===== config.mk =====
export PLATFORM = sky130hd
export DESIGN_NAME = sdram_arbiter
export DESIGN_NICKNAME = d
export VERILOG_FILES = /design/src/rtl/sdram_arbiter.sv
export SDC_FILE = /design/constraint.sdc
export NUM_CORES = 1
export LEC_CHECK = 0
export ABC_CLOCK_PERIOD_IN_PS = 5500
export BUFFER_PORTS_ARGS = -buffer_cell sky130_fd_sc_hd__buf_2
export CAP_MARGIN = 20
export CORE_UTILIZATION = 25
export DETAILED_ROUTE_END_ITERATION = 12
export PLACE_DENSITY_LB_ADDON = 0.2
export SLEW_MARGIN = 10
export SYNTH_ARGS = -nofsm -noshare
export SYNTH_HDL_FRONTEND = slang
export SYNTH_SLANG_ARGS = --single-unit
export TNS_END_PERCENT = 5

===== constraint.sdc =====
create_clock -name clk_sys -period 5.5 [get_ports clk_sys]
set_input_delay 1.1 -clock clk_sys [delete_from_list [all_inputs] [get_ports clk_sys]]
set_output_delay 1.1 -clock clk_sys [all_outputs]
set_load 0.02 [all_outputs]

===== src/rtl/sdram_arbiter.sv =====
// ---------------------------------------------------------------------------
// sdram_arbiter
//
// Shares the single SDRAM port between three requesters: the host loader copy
// engine (hst), the CPU bus (cpu) and the floppy/disk DMA (dsk). One access
// is in flight at a time. The winner's request is latched, the SDRAM is
// strobed, the arbiter waits for the SDRAM to go busy and come back ready,
// then returns read data with a one-cycle ack to the owning requester.
// Each requester uses a four-phase req/ack handshake.
//
// Parameters
//   TIMEOUT   clk_sys cycles spent waiting for ram_ready before an access is
//             abandoned (must be >= 2)
//   ERR_DATA  rdata value returned when a read times out
//
// Ports
//   clk_sys                         system clock, rising edge
//   reset_n                         asynchronous active-low reset
//   hst_/cpu_/dsk_req               level request, held until the matching ack
//   hst_/cpu_/dsk_we                1 = write, 0 = read
//   hst_/cpu_/dsk_addr   [24:0]     byte address, bit 0 ignored
//   hst_/cpu_/dsk_din    [15:0]     write data
//   hst_/cpu_/dsk_wtbt   [1:0]      byte enables ([1] high byte, [0] low byte)
//   hst_/cpu_/dsk_ack               one-cycle completion pulse
//   rdata                [15:0]     read data, valid from ack until next completion
//   owner                [1:0]      current grant: 0 none, 1 hst, 2 cpu, 3 dsk
//   err                             sticky timeout flag, cleared only by reset
//   ram_rd / ram_we                 one-cycle read / write strobes to the SDRAM
//   ram_addr             [24:0]     latched address, bit 0 forced to 0
//   ram_din              [15:0]     latched write data
//   ram_wtbt             [1:0]      latched byte enables
//   ram_dout             [15:0]     SDRAM read data
//   ram_ready                       SDRAM idle / complete indicator
// ---------------------------------------------------------------------------
module sdram_arbiter #(
  parameter int          TIMEOUT  = 64,
  parameter logic [15:0] ERR_DATA = 16'hFFFF
) (
  input  logic        clk_sys,
  input  logic        reset_n,

  input  logic        hst_req,
  input  logic        hst_we,
  input  logic [24:0] hst_addr,
  input  logic [15:0] hst_din,
  input  logic [1:0]  hst_wtbt,
  output logic        hst_ack,

  input  logic        cpu_req,
  input  logic        cpu_we,
  input  logic [24:0] cpu_addr,
  input  logic [15:0] cpu_din,
  input  logic [1:0]  cpu_wtbt,
  output logic        cpu_ack,

  input  logic        dsk_req,
  input  logic        dsk_we,
  input  logic [24:0] dsk_addr,
  input  logic [15:0] dsk_din,
  input  logic [1:0]  dsk_wtbt,
  output logic        dsk_ack,

  output logic [15:0] rdata,
  output logic [1:0]  owner,
  output logic        err,

  output logic        ram_rd,
  output logic        ram_we,
  output logic [24:0] ram_addr,
  output logic [15:0] ram_din,
  output logic [1:0]  ram_wtbt,
  input  logic [15:0] ram_dout,
  input  logic        ram_ready
);

  localparam int CNT_W = $clog2(TIMEOUT + 1);

  localparam logic [1:0] OWN_NONE = 2'd0;
  localparam logic [1:0] OWN_HST  = 2'd1;
  localparam logic [1:0] OWN_CPU  = 2'd2;
  localparam logic [1:0] OWN_DSK  = 2'd3;

  typedef enum logic [2:0] {
    IDLE,
    ISSUE,
    WAIT_LO,
    WAIT_HI,
    DONE
  } state_t;

  state_t      state_q, state_d;
  logic [1:0]  owner_q, owner_d;
  logic        we_q, we_d;
  logic [24:0] addr_q, addr_d;
  logic [15:0] din_q, din_d;
  logic [1:0]  wtbt_q, wtbt_d;
  logic [15:0] rdata_q, rdata_d;
  logic        err_q, err_d;
  logic [2:0]  ack_q, ack_d;
  logic [CNT_W-1:0] cnt_q, cnt_d;
  logic        rr_cpu_q, rr_cpu_d;

  logic [1:0]  winner;
  logic        owner_req;
  logic [2:0]  owner_ack;
  logic        timed_out;

  // Pick the requester that would be granted if we are in IDLE this cycle.
  // hst has absolute priority; between cpu and dsk the round-robin pointer
  // only matters when both are asking at the same time.
  always_comb begin
    winner = OWN_NONE;
    if (hst_req) begin
      winner = OWN_HST;
    end else if (cpu_req && dsk_req) begin
      winner = rr_cpu_q ? OWN_CPU : OWN_DSK;
    end else if (cpu_req) begin
      winner = OWN_CPU;
    end else if (dsk_req) begin
      winner = OWN_DSK;
    end
  end

  // Route the current owner's request line in, and build the one-hot ack
  // vector that targets only that owner (bit 0 hst, bit 1 cpu, bit 2 dsk).
  always_comb begin
    owner_req = 1'b0;
    owner_ack = 3'b000;
    case (owner_q)
      OWN_HST: begin
        owner_req = hst_req;
        owner_ack = 3'b001;
      end
      OWN_CPU: begin
        owner_req = cpu_req;
        owner_ack = 3'b010;
      end
      OWN_DSK: begin
        owner_req = dsk_req;
        owner_ack = 3'b100;
      end
      default: begin
        owner_req = 1'b0;
        owner_ack = 3'b000;
      end
    endcase
  end

  // The counter holds the number of cycles already spent waiting; once the
  // current waiting cycle is the TIMEOUT-th one, the access is abandoned.
  assign timed_out = (cnt_q == CNT_W'(TIMEOUT - 1));

  // Next-state and next-register logic for the access sequencer. Acks are
  // registered pulses, so they default to zero and are only set on the edge
  // that completes (or abandons) an access.
  always_comb begin
    state_d  = state_q;
    owner_d  = owner_q;
    we_d     = we_q;
    addr_d   = addr_q;
    din_d    = din_q;
    wtbt_d   = wtbt_q;
    rdata_d  = rdata_q;
    err_d    = err_q;
    ack_d    = 3'b000;
    cnt_d    = cnt_q;
    rr_cpu_d = rr_cpu_q;

    case (state_q)
      IDLE: begin
        if (ram_ready && (winner != OWN_NONE)) begin
          owner_d = winner;
          state_d = ISSUE;
          case (winner)
            OWN_HST: begin
              we_d   = hst_we;
              addr_d = hst_addr & ~25'd1;
              din_d  = hst_din;
              wtbt_d = hst_wtbt;
            end
            OWN_CPU: begin
              we_d     = cpu_we;
              addr_d   = cpu_addr & ~25'd1;
              din_d    = cpu_din;
              wtbt_d   = cpu_wtbt;
              rr_cpu_d = 1'b0;
            end
            default: begin
              we_d     = dsk_we;
              addr_d   = dsk_addr & ~25'd1;
              din_d    = dsk_din;
              wtbt_d   = dsk_wtbt;
              rr_cpu_d = 1'b1;
            end
          endcase
        end
      end

      ISSUE: begin
        cnt_d = '0;
        // A write with no byte lanes enabled has nothing to do in the SDRAM,
        // so it completes right away without a strobe.
        if (we_q && (wtbt_q == 2'b00)) begin
          ack_d   = owner_ack;
          state_d = DONE;
        end else begin
          state_d = WAIT_LO;
        end
      end

      WAIT_LO: begin
        if (timed_out) begin
          ack_d   = owner_ack;
          err_d   = 1'b1;
          state_d = DONE;
          if (!we_q) begin
            rdata_d = ERR_DATA;
          end
        end else begin
          cnt_d = cnt_q + CNT_W'(1);
          if (!ram_ready) begin
            state_d = WAIT_HI;
          end
        end
      end

      WAIT_HI: begin
        if (ram_ready) begin
          ack_d   = owner_ack;
          state_d = DONE;
          if (!we_q) begin
            rdata_d = ram_dout;
          end
        end else if (timed_out) begin
          ack_d   = owner_ack;
          err_d   = 1'b1;
          state_d = DONE;
          if (!we_q) begin
            rdata_d = ERR_DATA;
          end
        end else begin
          cnt_d = cnt_q + CNT_W'(1);
        end
      end

      DONE: begin
        // Wait for the owner to drop its level request so the same request
        // is never serviced twice.
        if (!owner_req) begin
          owner_d = OWN_NONE;
          state_d = IDLE;
        end
      end

      default: begin
        owner_d = OWN_NONE;
        state_d = IDLE;
      end
    endcase
  end

  // State and datapath registers. Reset is asynchronous so an access in
  // flight is dropped and every output clears without waiting for a clock.
  always_ff @(posedge clk_sys or negedge reset_n) begin
    if (!reset_n) begin
      state_q  <= IDLE;
      owner_q  <= OWN_NONE;
      we_q     <= 1'b0;
      addr_q   <= '0;
      din_q    <= '0;
      wtbt_q   <= '0;
      rdata_q  <= '0;
      err_q    <= 1'b0;
      ack_q    <= 3'b000;
      cnt_q    <= '0;
      rr_cpu_q <= 1'b1;
    end else begin
      state_q  <= state_d;
      owner_q  <= owner_d;
      we_q     <= we_d;
      addr_q   <= addr_d;
      din_q    <= din_d;
      wtbt_q   <= wtbt_d;
      rdata_q  <= rdata_d;
      err_q    <= err_d;
      ack_q    <= ack_d;
      cnt_q    <= cnt_d;
      rr_cpu_q <= rr_cpu_d;
    end
  end

  // Strobes are decoded from the ISSUE state only, which keeps them one
  // cycle wide and mutually exclusive.
  assign ram_rd   = (state_q == ISSUE) && !we_q;
  assign ram_we   = (state_q == ISSUE) && we_q && (wtbt_q != 2'b00);
  assign ram_addr = addr_q;
  assign ram_din  = din_q;
  assign ram_wtbt = wtbt_q;

  assign hst_ack  = ack_q[0];
  assign cpu_ack  = ack_q[1];
  assign dsk_ack  = ack_q[2];

  assign rdata    = rdata_q;
  assign owner    = owner_q;
  assign err      = err_q;

endmodule


* Word level (Yosys, flattened, before mapping)
Cells that the tools add are included.
** Storage, ports and cells
- Input port bits :: 154
- Bits in latches :: 0
- Bits in read-only memories :: 0
- Memories kept :: 0
- Flip-flop bits (word level) :: 77
- Bits in writable memories :: 0
- Output and inout port bits :: 67
- Word-level logic and storage cells :: 89
** Operators by class
- $add $sub $neg :: 1
- Reduce and logical (&&, ||, !) cells :: 21
- $mul :: 0
- Muxes and demuxes :: 38
- $lt $le $gt $ge :: 0
- Shift-type cells :: 0
- Equal/unequal tests :: 16
- Divide/modulo/power cells :: 0
- Bitwise operators :: 2
** Operators by type and width (number)
- 16-bit 2-to-1 mux :: 4
- 16-bit one-hot mux with 2 select lines :: 2
- 25-bit one-hot mux with 2 select lines :: 1
- 3-bit 2-to-1 mux :: 10
- 7-bit one-hot mux with 3 select lines :: 1
- 3-bit one-hot mux with 3 select lines :: 2
- 3-bit one-hot mux with 5 select lines :: 1
- 7-bit 2-to-1 mux :: 2
- 2-bit 2-to-1 mux :: 6
- 3-bit inequality test (second input constant) :: 3
- 2-bit AND reduction :: 4
- 7-bit by 1-bit adder with 7-bit output (second input constant) :: 1
- 7-bit by 6-bit == test with 1-bit output (second input constant) :: 1
- 2-bit == test (second input constant) :: 3
- 3-bit by 2-bit == test with 1-bit output (second input constant) :: 2
- 1-bit logical AND :: 6
- 2-bit inequality test (second input constant) :: 3
- 1-bit one-hot mux with 2 select lines :: 3
- 2-bit one-hot mux with 3 select lines :: 1
- 3-bit AND reduction :: 2
- 2-bit nonzero test :: 3
- 2-bit by 1-bit == test with 1-bit output (second input constant) :: 2
- 2-bit one-hot mux with 2 select lines :: 1
- 4-bit AND reduction :: 1
- 10 further kinds :: 13

* Depth between registers and ports, before layout
Gate-level depths: netlist of the first run.
- Depth in word-level cells :: 8
- Depth in mapped cells :: 10
- Gate-level depth less buffers :: 8

* Worst setup path before layout of the first run
OpenSTA, ideal clock, no wires.
- Kind :: input -> register
- Start :: input cpu_req
- End :: register addr_q[1], in the netlist ram_addr[1]
- Setup slack :: 2.765 ns
- Required time :: 5.417 ns
- Cell stages on the path :: 9
- Setup time :: 0.083 ns
- Arrival :: 2.653 ns
- Buffers on the path :: 3
- Cells stage by stage :: nand2_1 a21oi_1 inv_1 ha_1 clkbuf_1 clkbuf_1 clkbuf_1 a21oi_1 o21ai_0
** On the way
- Word-level cells in the longest chain between the ends :: 6
- Elaborated cells on any way between the ends :: 10
- Those cells by class :: eq/ne (2); mux (4); reduce/logical (4)
** Ends and longest elaborated chain
- start: declaration :: RTL line 49 : input logic cpu_req,
- 2-bit 2-to-1 mux / 1-bit logical AND (equally long branches) :: RTL line 117, 115
- 2-bit 2-to-1 mux * :: RTL line 115 : end else if (cpu_req && dsk_req) begin
- 2-bit 2-to-1 mux * :: RTL line 113 : if (hst_req) begin
- branches (longest 3 deep; another with 25-bit one-hot mux with 2 select lines)
- end signal: assignment :: RTL line 281 : addr_q <= addr_d;
- end: declaration :: RTL line 94 : logic [24:0] addr_q, addr_d;
Mark *: on every way between the ends.
A chain may end at the register's enable or synchronous reset.

* Worst setup path in the final report of the first run
Ends and elaborated chain as after synthesis.

==> out/results.txt, run 1 <==
DIE HEIGHT - 126 um
Number of synthesized flops with an enable pin - 0
Vias - 3,780
Max Buffers Root-to-Sink - 2
Setup TNS - 0 ns
First-pass iteration count of the detailed router - 4
Power Density - 502 nW/um^2
First-pass GRT wire length - 18,400 um
Unrepaired setup endpoints after global routing - no
Postcts setup bufs - 0
Fin. max-slew vios - 0
Worst setup EP type - register
CTS Sinks - 76
Tot Pwr - 0.00266 W
CP Max Fanout - 52
Gr usage total - 0.148
Crit path kind - input pin to register
Worst r2r dst - ram_addr[1]
Cell taking the most area after synthesis - dfrtp_1
Worst slew pin tran - 1.02 ns
Seq cells post-synth - 76
Starting density of the core - 0.260
Row count - 44
Relative slew slack - 0.320
Worst min-delay path category - register to register
Area growth syn-to-layout - 38.1%
Syn Area/Cell - 8.97 um^2
Clock Skew - 0.00698 ns
Netlist Area Pre-Place - 3840 um^2
Sequential element share of the synthesized area - 0.496
Hold-fix buffer count after cts - 0
Outcome - complete, no violations
Vias per std cell - 4.66
Layout fillers - 1,577
Core ar. - 14,800 um^2
Max Freq - 0.319 GHz
Initial antenna violation count - 1
Hold Fails Final Rpt - 0
Area contributors post-synth - dfrtp_1, a22oi_1, a21oi_1
Most frequent cell after synthesis - dfrtp_1
Worst hold stages - 2
Synth Flop Type - dfrtp_1
CP Launch Type - input pin
Root Buffer - clkbuf_16
Post-synth top cells - dfrtp_1, nand2_1, a21oi_1, nor2_1, a22oi_1
CP required - 5.68 ns
DRC - 0
Flop-to-flop setup slack - 2.71 ns
HPWL Detailed - 8170 um
Hold Path Sink - ram_din[8]
Reg2reg path depth - 8
Grt total ovfl - 0
R2r startpoint - rr_cpu_q
WL/cell - 13.9 um
Io pins - 221
Final setup fails - 0
Hold Path Origin - ram_din[8]
Post-layout min period - 3.13 ns
Yosys warnings - 0
Largest net degree at the start of global routing - 90
Vias in the first global route - 3,622
Fin crit share - 0.569
Top cell type's share of synthesized area - 0.489
Tightest hold margin - 0.475 ns
Post-synth ARST share - 1.00
Cts repair resizes - 0
Maxcap violations - 0
Pleak - 2.59 nW
H-tree Lvls - 3
Worst-skew pair later-pin latency - 0.34 ns
GPL Wtd Cong - 0.820
Synth unique cells - 42
Final nets - 780
Initial DRC Count - 146
Chip Width - 126 um
Drt total wl - 11,300 um
Count of input and output buffers - 216
ANT cells - 0
Total die area - 15,800 um^2
Peak VDD IR - 153 uV
Crit path arrival time - 3.31 ns
Syn_nets - 586
TritonCTS clock tree - done
Clock-pin transition on the worst setup and hold timing paths - 0.06 ns
Layout cells sized above 1 - 0.392
Syn Inst Count - 428
Routed Antenna Nets - 0
Cts bufs inserted - 9
## how the worst max path moves through the flow
stage / startpoint / endpoint / slack (ns) / depth (start not counted)
3_3_place_gp: cpu_req / ram_addr[17] / 1.98 / 9
6_report: cpu_req / ram_addr[1] / 2.37 / 9
3_5_place_dp: cpu_req / ram_addr[17] / 1.98 / 9
5_1_grt: cpu_req / ram_addr[2] / 2.15 / 9
4_1_cts: cpu_req / ram_addr[17] / 2.36 / 9
2_1_floorplan: cpu_req / ram_addr[1] / 2.76 / 9
## layer usage
layer | part of all wire | track usage
met1 | 0.45 | 0.183
met2 | 0.46 | 0.241
met3 | 0.070 | 0.0404
met4 | 0.018 | 0.0617
met5 | 0.0012 | 0
## cells in the final DEF, fill, tap and decap left out, types with 2 or more instances in the layout
master,n
or3_1,3
buf_2,215
a21oi_1,52
o21ai_1,12
buf_4,3
a2111o_1,2
ha_1,2
nand2b_1,2
nor2_1,52
clkinv_2,2
clkinvlp_4,2
o41ai_1,2
clkbuf_16,9
inv_1,5
inv_6,2
o31ai_1,2
ha_2,2
a22oi_1,43
mux2_2,2
o22a_1,17
nor3b_1,2
nand3_1,5
dfrtp_1,75
o21ai_0,38
nor3_1,3
nand2_1,53
## where the power goes
| part | total, W | internal (W) | switching [W] |
|---|---|---|---|
| registers | 0.000969 | 0.000807 | 0.000162 |
| logic | 0.00114 | 0.000413 | 0.000724 |
| clock network | 0.000556 | 0.000308 | 0.000248 |
## area by class of cell
cell class	count	area [um^2]	area share
Clock buffer	9	225	0.0425
Tap cell	184	230	0.0434
Timing Repair Buffer	219	1130	0.213
Multi-Input combinational cell	311	1740	0.329
Inverter	5	18.8	0.00354
Sequential cell	76	1900	0.359
Clock inverter	7	51.3	0.00968
## worst max-delay path: stages
cell and delay, ns:
buf_2 0.09, nand2_1 0.05, a21oi_1 0.32, inv_1 0.09
ha_2 0.73, buf_4 0.53, nor2_1 0.10, a21oi_1 0.17
o21ai_0 0.10
## state kept, by name, summed over array words and instances, names as in the netlist
name      flops
owner         2
rr_cpu_q      1
ram_wtbt      2
ram_din      16
ram_addr     24
we_q          1
err           1
state_q       3
cnt_q         7
rdata        16
ack_q         3
## logic make-up after synthesis
kind of cell / synth area share
compound gates: 0.283
fa+ha+maj: 0.0130
buf+inv: 0.0509
flops: 0.496
mux: 0.00848
other cells: 0.000977
simple gates: 0.147
## metrics by stage
stage	cell area, um^2	setup WS, ns	instances	util
2_1_floorplan	3840	2.76	428	-
6_report	5300	2.37	811	0.359
3_3_place_gp	4990	1.98	794	0.339
4_1_cts	5270	2.36	810	0.357
5_1_grt	5300	2.15	811	0.359
3_5_place_dp	4990	1.98	794	0.339
No activity file was read; power rests on OpenSTA's default activity.
==> run 2: changes to the inputs <==
--- a/config.mk
+++ b/config.mk
@@ -5,7 +5,8 @@
 export SDC_FILE = /design/constraint.sdc
 export NUM_CORES = 1
 export LEC_CHECK = 0
-export ABC_CLOCK_PERIOD_IN_PS = 5500
+export ABC_AREA = 1
+export ABC_CLOCK_PERIOD_IN_PS = 2600
 export BUFFER_PORTS_ARGS = -buffer_cell sky130_fd_sc_hd__buf_2
 export CAP_MARGIN = 20
 export CORE_UTILIZATION = 25
==> constraint.sdc (replaced) <==
create_clock -name clk_sys -period 2.6 [get_ports clk_sys]
set_input_delay 0.52 -clock clk_sys [delete_from_list [all_inputs] [get_ports clk_sys]]
set_output_delay 0.52 -clock clk_sys [all_outputs]
set_load 0.02 [all_outputs]
==> out/results.txt, run 2 <==
TritonCTS clock tree - done (unchanged)
Pleak - 2.94 nW (was 2.59 nW)
DIE HEIGHT - 130 um (was 126 um)
Flop-to-flop setup slack - 0.61 ns (was 2.71 ns)
Synth Area in XOR/XNOR - 0 (unchanged)
GPL Wtd Cong - 0.755 (was 0.820)
Postcts setup bufs - 0 (unchanged)
Pint - 0.00342 W (was 0.00153 W)
Worst-skew pair later-pin latency - 0.33 ns (was 0.34 ns)
Relative slew slack - 0.653 (was 0.320)
Max reg flops - 24 (unchanged)
Largest net degree at the start of global routing - 71 (was 90)
Gr usage total - 0.155 (was 0.148)
Most frequent cells in the layout - buf_2, nand2_1, a21oi_1, dfrtp_1, inv_1 (was buf_2, dfrtp_1, nand2_1, a21oi_1, nor2_1)
Post-route cell area - 5740 um^2 (was 5300 um^2)
Initial antenna violation count - 1 (unchanged)
Vias in the first global route - 3,982 (was 3,622)
Outcome - complete, no violations (unchanged)
Netlist Area Pre-Place - 4090 um^2 (was 3840 um^2)
DRC - 0 (unchanged)
Root Buffer - clkbuf_16 (unchanged)
Adder-Cell Fraction of Synth Area - 0.0122 (was 0.0130)
Part of the power in registers - 0.329 (was 0.364)
Chip Width - 130 um (was 126 um)
Hold-fix buffer count after cts - 0 (unchanged)
HPWL Detailed - 9560 um (was 8170 um)
Area growth syn-to-layout - 40.4% (was 38.1%)
Worst slew pin tran - 0.521 ns (was 1.02 ns)
Max Buffers Root-to-Sink - 2 (unchanged)
Row count - 46 (was 44)
Switch share - 0.409 (was 0.426)
Post-synth ARST share - 1.00 (unchanged)
Largest family of logic cells by synthesized area - simple AND/OR/NAND/NOR gates (was compound AO/OA/AOI/OAI gates)
Cell taking the most area after synthesis - dfrtp_1 (unchanged)
Count of input and output buffers - 216 (unchanged)
Cts bufs inserted - 9 (unchanged)
Clock Skew - 0.00658 ns (was 0.00698 ns)
Core ar. - 15,900 um^2 (was 14,800 um^2)
H-tree Lvls - 3 (unchanged)
Syn_nets - 713 (was 586)
Synth unique cells - 26 (was 42)
Gate power share - 0.425 (was 0.427)
CP Max Fanout - 4 (was 52)
Io pins - 221 (unchanged)
Fin crit share - 0.854
Multiplexer area fraction after synthesis - 0 (was 0.00848)
CP Launch Type - register (was input pin)
Peak VDD IR - 342 uV (was 153 uV)
Vias - 4,252 (was 3,780)
Layout fillers - 1,719 (was 1,577)
Area contributors post-synth - dfrtp_1, nand2_1, a21oi_1 (was dfrtp_1, a22oi_1, a21oi_1)
Synth Flop Type - dfrtp_1 (unchanged)
Vias per std cell - 4.34 (was 4.66)
Final setup fails - 0 (unchanged)
CTS Sinks - 76 (unchanged)
Top cell type's share of synthesized area - 0.459 (was 0.489)
Switching power - 0.00237 W (was 0.00113 W)
Compound-Gate Fraction of Synth Area - 0.200 (was 0.283)
Initial DRC Count - 182 (was 146)
Clock-pin transition on the worst setup and hold timing paths - 0.06 ns (about the same)
Most frequent cell after synthesis - nand2_1 (was dfrtp_1)
Total die area - 16,900 um^2 (was 15,800 um^2)
Worst setup EP type - output pin (was register)
Layout cells sized above 1 - 0.339 (was 0.392)
Syn Area/Cell - 7.37 um^2 (was 8.97 um^2)
First-pass GRT wire length - 20,300 um (was 18,400 um)
Fin. max-slew vios - 0 (unchanged)
Syn Inst Count - 555 (was 428)
Unrepaired setup endpoints after global routing - no (unchanged)
Most common cell after layout, fill and taps aside - buf_2 (unchanged)
Maxcap violations - 0 (unchanged)
Tightest hold margin - 0.158 ns (was 0.475 ns)
Dpl cell area - 5400 um^2 (was 4990 um^2)
Setup TNS - 0 ns (unchanged)
Number of synthesized flops with an enable pin - 0 (unchanged)
Post-layout min period - 2.22 ns
Hold Fails Final Rpt - 0 (unchanged)
WL/cell - 13.0 um (was 13.9 um)
First-pass iteration count of the detailed router - 4 (unchanged)
Sequential element share of the synthesized area - 0.465 (was 0.496)
Final nets - 917 (was 780)
Seq cells post-synth - 76 (unchanged)
Worst min-delay path category - input pin to asynchronous set/reset pin (was register to register)
Drt total wl - 12,700 um (was 11,300 um)
Post-synth top cells - nand2_1, a21oi_1, dfrtp_1 (was dfrtp_1, nand2_1, a21oi_1, nor2_1, a22oi_1)
Grt total ovfl - 0 (unchanged)
Crit path kind - register to output pin (was input pin to register)
Yosys warnings - 0 (unchanged)
Max Freq - 0.450 GHz
Crit path arrival time - 1.70 ns (was 3.31 ns)
Power Density - 1010 nW/um^2 (was 502 nW/um^2)
Clock power share - 0.246 (was 0.209)
Post-synthesis simple-gate area fraction - 0.241 (was 0.147)
Cts repair resizes - 0 (unchanged)
CP required - 2.08 ns (was 5.68 ns)
Routed Antenna Nets - 0 (unchanged)
Starting density of the core - 0.257 (was 0.260)
run 2: cell count changes in the layout (fill, tap and decap cells not counted), sizes merged, moves of 6 or more:
| cell | delta |
|---|---|
| nor3 | +18 |
| a21oi | +52 |
| buf | +8 |
| inv | +32 |
| a22oi | -43 |
| nor2 | -34 |
| nand2 | +130 |
| o21ai | +6 |
| o22a | -17 |
| nand3 | +10 |
run 2: metal layers:
metal  vias up  global-route usage  wire [um]
met5         -                   0          0
met1      1857               0.209       6020
met4         0              0.0451        123
met2       169               0.236       5500
li1       2216                   -          -
met3        10              0.0521       1100
run 2: critical path, stage by stage (launching register included):
cell and delay (ns):
dfrtp_1 0.39, inv_1 0.14, nor3_1 0.26, inv_1 0.15
nor3_1 0.22, buf_2 0.21
run 2: power groups by stage:
stage	logic [W]	clock network, W	registers [W]
global placement	0.00249	0	0.00191
finish	0.00246	0.00143	0.00190
CTS	0.00250	0.00149	0.00191
global route	0.00276	0.00154	0.00198
detailed placement	0.00250	0	0.00192
floorplan	0.00113	0	0.00241
run 2: cells by family (layout without fill, tap and decap cells):
| group | count (synthesis) | in the layout |
|---|---|---|
| and+or+nand+nor | 240 | 240 |
| AOI/OAI and AO/OA | 161 | 161 |
| DFF | 76 | 76 |
| buffers and inverters | 73 | 281 |
| adders and majority gates | 4 | 4 |
| other | 1 | 2 |
run 2: final timing paths:
kind                              start  cells past startpoint      endpoint
setup / recovery             state_q[0]                      5        ram_we
hold / removal                  reset_n                      1      cnt_q[5]
setup reg to reg               rr_cpu_q                      8    ram_din[9]
hold reg to reg            ram_addr[10]                      2  ram_addr[10]
max in group asynchronous       reset_n                      2  ram_addr[18]
min in group clk_sys        ram_dout[7]                      3      rdata[7]
run 2: area by class of cell:
cell class / instances / area, um^2 / share of cell area
flip-flops and latches: 76 / 1900 / 0.331
multi-input cells: 406 / 1860 / 0.325
repair buffers: 227 / 1220 / 0.212
well taps: 216 / 270 / 0.0471
clock buffers: 10 / 239 / 0.0416
inverters: 39 / 146 / 0.0255
clock inverters: 5 / 100 / 0.0174
diodes: 1 / 2.50 / 0.000436
run 2: through the flow:
step,instances,setup slack [ns],total power [W],utilization
after floorplan,555,0.572,0.00353,-
after global placement,964,0.501,0.00440,0.339
after detailed placement,964,0.459,0.00441,0.339
after CTS,979,0.364,0.00589,0.360
after global routing,979,0.162,0.00627,0.360
final,980,0.379,0.00579,0.360
